===== config.mk =====
export PLATFORM = sky130hd
export DESIGN_NAME = uart_rx
export DESIGN_NICKNAME = d
export VERILOG_FILES = /design/src/rtl/uart_pkg.sv /design/src/rtl/uart_sync.sv /design/src/rtl/uart_rx.sv
export SDC_FILE = /design/constraint.sdc
export NUM_CORES = 1
export LEC_CHECK = 0
export CAP_MARGIN = 25
export CORE_MARGIN = 10
export CORE_UTILIZATION = 50
export CTS_CLUSTER_DIAMETER = 80
export DETAILED_ROUTE_END_ITERATION = 12
export HOLD_SLACK_MARGIN = 0.12
export PLACE_DENSITY_LB_ADDON = 0.15
export RECOVER_POWER = 50
export SLEW_MARGIN = 10
export SYNTH_ARGS = -nofsm -noshare
export SYNTH_HDL_FRONTEND = slang
export SYNTH_SLANG_ARGS = --single-unit
export TNS_END_PERCENT = 5

===== constraint.sdc =====
create_clock -name mclkx16 -period 4.5 [get_ports mclkx16]
set_input_delay 1.35 -clock mclkx16 [delete_from_list [all_inputs] [get_ports mclkx16]]
set_output_delay 1.35 -clock mclkx16 [all_outputs]
set_load 0.005 [all_outputs]

===== src/rtl/uart_pkg.sv =====
// -----------------------------------------------------------------------------
// uart_pkg
// Shared definitions for the UART receive path: the receiver state encoding,
// oversampling constants and the bit positions within an 11-bit frame
// (start, D0..D7 LSB-first, parity, stop).
// -----------------------------------------------------------------------------
package uart_pkg;

    localparam int unsigned OVERSAMPLE    = 16;  // mclkx16 cycles per bit
    localparam int unsigned SAMPLE_POINT  = 7;   // tick value at mid-bit
    localparam int unsigned DATA_BITS     = 8;

    // Frame bit indices, as counted from the start bit.
    localparam int unsigned BIT_START     = 0;
    localparam int unsigned BIT_LAST_DATA = BIT_START + DATA_BITS;
    localparam int unsigned BIT_STOP      = BIT_LAST_DATA + 2;

    // Explicit encodings keep the state register identical to the legacy block.
    typedef enum logic [2:0] {
        RX_IDLE   = 3'd0,
        RX_START  = 3'd1,
        RX_DATA   = 3'd2,
        RX_PARITY = 3'd3,
        RX_STOP   = 3'd4,
        RX_BREAK  = 3'd5
    } rx_state_t;

endpackage


===== src/rtl/uart_sync.sv =====
// -----------------------------------------------------------------------------
// uart_sync
// N-flop synchronizer bringing an asynchronous single-bit input into the clk
// domain. The flops reset to RESET_VAL so an idle-high line does not look
// like a start bit while coming out of reset.
//   clk  : destination clock
//   rst  : synchronous, active-high reset
//   d    : asynchronous input
//   q    : synchronized output (N cycles of latency)
// -----------------------------------------------------------------------------
module uart_sync #(
    parameter int unsigned N         = 2,
    parameter logic        RESET_VAL = 1'b0
) (
    input  logic clk,
    input  logic rst,
    input  logic d,
    output logic q
);

    logic [N-1:0] r_sync;

    always_ff @(posedge clk) begin
        if (rst) begin
            r_sync <= {N{RESET_VAL}};
        end else begin
            r_sync <= {r_sync[N-2:0], d};
        end
    end

    assign q = r_sync[N-1];

endmodule


===== src/rtl/uart_rx.sv =====
// -----------------------------------------------------------------------------
// uart_rx
// UART receiver for 11-bit frames (start, 8 data bits LSB-first, parity,
// stop) at OVERSAMPLE x oversampling. Each completed frame is loaded into a
// receive holding register with a ready flag and per-frame error flags; the
// host consumes it with a single-cycle read strobe.
//   mclkx16    : clock, OVERSAMPLE x baud
//   reset      : synchronous, active-high
//   rx         : asynchronous serial input, idle high
//   read       : single-cycle strobe, consumes the held byte
//   data       : receive holding register (never cleared by read)
//   rxrdy      : holding register contains an unread byte
//   parityerr  : parity mismatch on the held byte
//   framingerr : stop bit sampled low on the held byte
//   overrun    : a completed frame replaced an unread byte (held until read)
// -----------------------------------------------------------------------------
module uart_rx #(
    parameter int unsigned OVERSAMPLE = 16,
    parameter logic        PARITY_ODD = 1'b1
) (
    input  logic       mclkx16,
    input  logic       reset,
    input  logic       rx,
    input  logic       read,
    output logic [7:0] data,
    output logic       rxrdy,
    output logic       parityerr,
    output logic       framingerr,
    output logic       overrun
);

    import uart_pkg::*;

    localparam int unsigned TW = $clog2(OVERSAMPLE);
    localparam int unsigned IW = $clog2(BIT_STOP + 1);
    localparam logic [TW-1:0] TICK_LAST = TW'(OVERSAMPLE - 1);
    // Package sample point, rescaled if OVERSAMPLE is overridden.
    localparam logic [TW-1:0] TICK_MID  =
        TW'((SAMPLE_POINT * OVERSAMPLE) / uart_pkg::OVERSAMPLE);

    logic                 w_rx_s;
    logic                 w_sample;
    logic                 w_frame_done;
    rx_state_t            r_state;
    rx_state_t            w_state_nxt;
    logic [TW-1:0]        r_tick;
    logic [IW-1:0]        r_bitidx;
    logic [DATA_BITS-1:0] r_shift;
    logic                 r_par;
    logic                 r_perr;

    logic [7:0]           r_data;
    logic                 r_rxrdy;
    logic                 r_parityerr;
    logic                 r_framingerr;
    logic                 r_overrun;

    uart_sync #(
        .N         (2),
        .RESET_VAL (1'b1)
    ) u_sync (
        .clk (mclkx16),
        .rst (reset),
        .d   (rx),
        .q   (w_rx_s)
    );

    // The tick counter starts from 0 on the detection edge, so reaching
    // TICK_MID lands on the middle of every bit of the frame.
    always_comb begin
        w_sample = 1'b0;
        if (r_tick == TICK_MID) begin
            case (r_state)
                RX_START, RX_DATA, RX_PARITY, RX_STOP: w_sample = 1'b1;
                default:                               w_sample = 1'b0;
            endcase
        end
        w_frame_done = w_sample && (r_state == RX_STOP);
    end

    always_comb begin
        w_state_nxt = r_state;
        case (r_state)
            RX_IDLE: begin
                if (!w_rx_s) w_state_nxt = RX_START;
            end
            RX_START: begin
                if (w_sample) w_state_nxt = w_rx_s ? RX_IDLE : RX_DATA;
            end
            RX_DATA: begin
                if (w_sample && r_bitidx == IW'(BIT_LAST_DATA))
                    w_state_nxt = RX_PARITY;
            end
            RX_PARITY: begin
                if (w_sample) w_state_nxt = RX_STOP;
            end
            RX_STOP: begin
                // A low stop bit means the line may be held in break; wait
                // for it to return high before hunting for a new start bit.
                if (w_sample) w_state_nxt = w_rx_s ? RX_IDLE : RX_BREAK;
            end
            RX_BREAK: begin
                if (w_rx_s) w_state_nxt = RX_IDLE;
            end
            default: w_state_nxt = RX_IDLE;
        endcase
    end

    always_ff @(posedge mclkx16) begin
        if (reset) begin
            r_state  <= RX_IDLE;
            r_tick   <= '0;
            r_bitidx <= IW'(BIT_START);
            r_shift  <= '0;
            r_par    <= 1'b0;
            r_perr   <= 1'b0;
        end else begin
            r_state <= w_state_nxt;

            if (r_state == RX_IDLE || r_state == RX_BREAK) begin
                r_tick <= '0;
            end else if (r_tick == TICK_LAST) begin
                r_tick <= '0;
            end else begin
                r_tick <= r_tick + TW'(1);
            end

            if (r_state == RX_IDLE) begin
                r_bitidx <= IW'(BIT_START);
            end else if (w_sample) begin
                r_bitidx <= r_bitidx + IW'(1);
            end

            if (w_sample) begin
                case (r_state)
                    RX_START: begin
                        r_par <= PARITY_ODD;
                    end
                    RX_DATA: begin
                        r_shift <= {w_rx_s, r_shift[DATA_BITS-1:1]};
                        r_par   <= r_par ^ w_rx_s;
                    end
                    RX_PARITY: begin
                        r_perr <= (w_rx_s != r_par);
                    end
                    default: begin
                    end
                endcase
            end
        end
    end

    // Frame completion takes priority over read: a read on the same edge
    // only suppresses the overrun indication for the incoming byte.
    always_ff @(posedge mclkx16) begin
        if (reset) begin
            r_data       <= '0;
            r_rxrdy      <= 1'b0;
            r_parityerr  <= 1'b0;
            r_framingerr <= 1'b0;
            r_overrun    <= 1'b0;
        end else if (w_frame_done) begin
            r_data       <= r_shift;
            r_rxrdy      <= 1'b1;
            r_parityerr  <= r_perr;
            r_framingerr <= !w_rx_s;
            r_overrun    <= (r_overrun | r_rxrdy) & !read;
        end else if (read && r_rxrdy) begin
            r_rxrdy      <= 1'b0;
            r_parityerr  <= 1'b0;
            r_framingerr <= 1'b0;
            r_overrun    <= 1'b0;
        end
    end

    assign data       = r_data;
    assign rxrdy      = r_rxrdy;
    assign parityerr  = r_parityerr;
    assign framingerr = r_framingerr;
    assign overrun    = r_overrun;

endmodule


==> flow_summary.toml <==
[power]
intPower_w = 0.000378
power_switching_w = 0.000112
power_density_nw_per_um2 = 282
sw_frac_of_total = 0.229
power.leakage_nw = 0.632
share_comb_of_total_power = 0.031
p_seq_frac = 0.641
p_clk_frac = 0.328
ir_worst_vdd_mv = 0.204

[sta]
holdWs_ns = 0.417
slew_viol_final = 0
relSlewSlack = 0.492
min_period_over_period = 0.620
rsz0062_at_grt = "false"
setup_tns_ns = 0
fmax_mhz = 358
fin_skew_ns = 0.00996
setup_viol = 0
period_needed_ns = 2.79
hold_viol_final = 0
tightest_slew_ns = 0.760

[synth]
synth_mux_area_frac = 0.0784
synth_edf_count = 0
ys_seq_elements = 35
synth_top_area_frac = 0.453
yosysMostFrequentCell = "dfxtp_1"
ys_types = 38
async_reset_ff_frac = 0
synth_top_family_by_area = "simple AND/OR/NAND/NOR gates"
synth_top_flop_cell = "dfxtp_1"
yosys.area_share.adder = 0.0243
synth_area_um2 = 1550
synthSimpleGateAreaFrac = 0.229
synth_area_leader_cell = "dfxtp_1"
ys_seq_area_frac = 0.453
synth_xor_area_frac = 0.0170
synth_compound_area_frac = 0.142
synth_warnings = 0
synth_area_leaders = "dfxtp_1, mux2i_1, nand3_1"
avgSynthCellArea_um2 = 9.10
ys_top_cells_by_count = "dfxtp_1, nand3_1, a21oi_1"
synthCells = 170
syn_nets = 177

[finish]
diodes = 0
fin_nets = 189
multi_input_area_um2 = 759
layout-drive-gt1-share = 0.0710
nFillCells = 288
area_growth_pct = 12.2
final_cells = 216
design_area_um2 = 1740
seqCellArea_um2 = 701

[critical_path]
startpoint_type = "input port"
critPathCaptureType = "flop"
crit_fanout = 24
crit-reg2reg-capture = "r_shift[0]"
rr_startpoint = "r_tick[0]"
r2r_setup_slack_ns = 2.25
arrival_ns = 3.02
r2r_cells = 4
critPathKind = "in2reg"
required_ns = 4.73

[run_status]
status = "complete, no violations"

[place]
port_buffers = 15
dp_cells = 208
hpwl_um = 2170
gp_congestion = 0.803
dpl_cell_area_um2 = 1690

[clock_network]
cts_inserted_buffers = 5
clockBufferDepth = 2
ctsHoldBuffers = 0
ctsResizeCount = 0
root_buffer = "clkbuf_4"
htreeDepth = 2
cts_tree = "yes"
cts_sinks = 35
clk-insertion-delay-late_ns = 0.33
clk_pin_slew_ns = 0.10
cts_setup_buffers = 0

[hold_path]
min_to = "u_sync.r_sync[1]"
hold_class = "reg2reg"
hold_path_depth = 1
hold_start = "u_sync.r_sync[0]"

[drt]
wirelength_um = 3100
drt_iter0_drc = 99
routed_via_density = 5.85
drc = 0
vias = 1263
drt_pass1_iterations = 4
wl_per_cell_um = 14.3
ant_nets = 0

[floorplan]
die_height_um = 75.6
dieWidth_um = 75.6
die_area_um2 = 5720
ios = 16
core-area_um2 = 3000
initial_core_util = 0.515
rows = 20

[global_route]
grt_pass1_vias = 1185
overflow = 0
antenna_found_initial = 0
grt_util_all_layers = 0.123
grt_max_degree = 25
grt_pass1_wl_um = 5460

[job]
max-cap-violations = 0
[sequential cells by signal, indices dropped and copies added, names as in the netlist]
| name | count |
|---|---|
| data | 8 |
| r_shift | 8 |
| r_bitidx | 4 |
| r_tick | 4 |
| r_state | 3 |
| u_sync.r_sync | 2 |
| framingerr | 1 |
| overrun | 1 |
| parityerr | 1 |
| r_par | 1 |
| r_perr | 1 |
| rxrdy | 1 |
[power groups by stage]
stage | Clock, W | Sequential (W) | Combinational, W
global route | 0.000186 | 0.000315 | 0.0000170
detailed placement | 0 | 0.000321 | 0.0000153
CTS | 0.000166 | 0.000314 | 0.0000154
floorplan | 0 | 0.000320 | 0.0000107
finish | 0.000161 | 0.000314 | 0.0000152
global placement | 0 | 0.000321 | 0.0000151
[cell type report]
| cell class | count | share of cell area |
|---|---|---|
| Multi-Input combinational cell | 117 | 0.437 |
| Clock buffer | 7 | 0.0259 |
| Timing Repair Buffer | 17 | 0.0937 |
| Tap cell | 33 | 0.0238 |
| Inverter | 6 | 0.0130 |
| Clock inverter | 1 | 0.00288 |
| Sequential cell | 35 | 0.403 |
[per-stage QoR]
step                worst slack, ns  power (W)   util
floorplan                      2.44   0.000330      -
global route                   1.64   0.000517  0.578
finish                         1.71   0.000490  0.578
CTS                            1.79   0.000495  0.578
detailed placement             1.44   0.000336  0.562
global placement               1.43   0.000336  0.560
[logic make-up (layout without fill, tap and decap cells)]
group           Yosys count  in the layout
fa+ha+maj                 3              3
simple gates             63             63
compound gates           36             36
flops                    35             35
xor+xnor                  3              3
mux                      12             12
buf+inv                  18             31
[layer usage]
metal	wire (um)	vias up	GRT usage
met5	0	-	0
met3	172	7	0.0417
li1	-	639	-
met1	1380	589	0.147
met2	1480	28	0.190
met4	61	0	0.0619
[placed cells by master, fill, tap and decap left out, types with 6 or more instances in the layout]
master | Yosys | final
dfxtp_1 | 35 | 35
nand3_1 | 16 | 16
a21oi_1 | 13 | 13
o21ai_0 | 12 | 12
mux2i_1 | 11 | 11
nand2_1 | 10 | 10
dlygate4sd3_1 | 0 | 8
clkdlybuf4s50_1 | 0 | 7
or3_1 | 6 | 6
[worst max-delay path, cell delays in order]
cell and delay (ns):
dlygate4sd3_1 0.52, buf_4 0.25, clkinv_1 0.45, a311o_1 0.44
[worst max path at each step]
stage / from / to / depth (start not counted)
after global routing: reset / overrun / 4
after CTS: reset / overrun / 4
final: reset / overrun / 4
after global placement: reset / overrun / 4
after detailed placement: reset / overrun / 4
after floorplan: reset / data[0] / 3
Power figures use the tool's default switching activity.
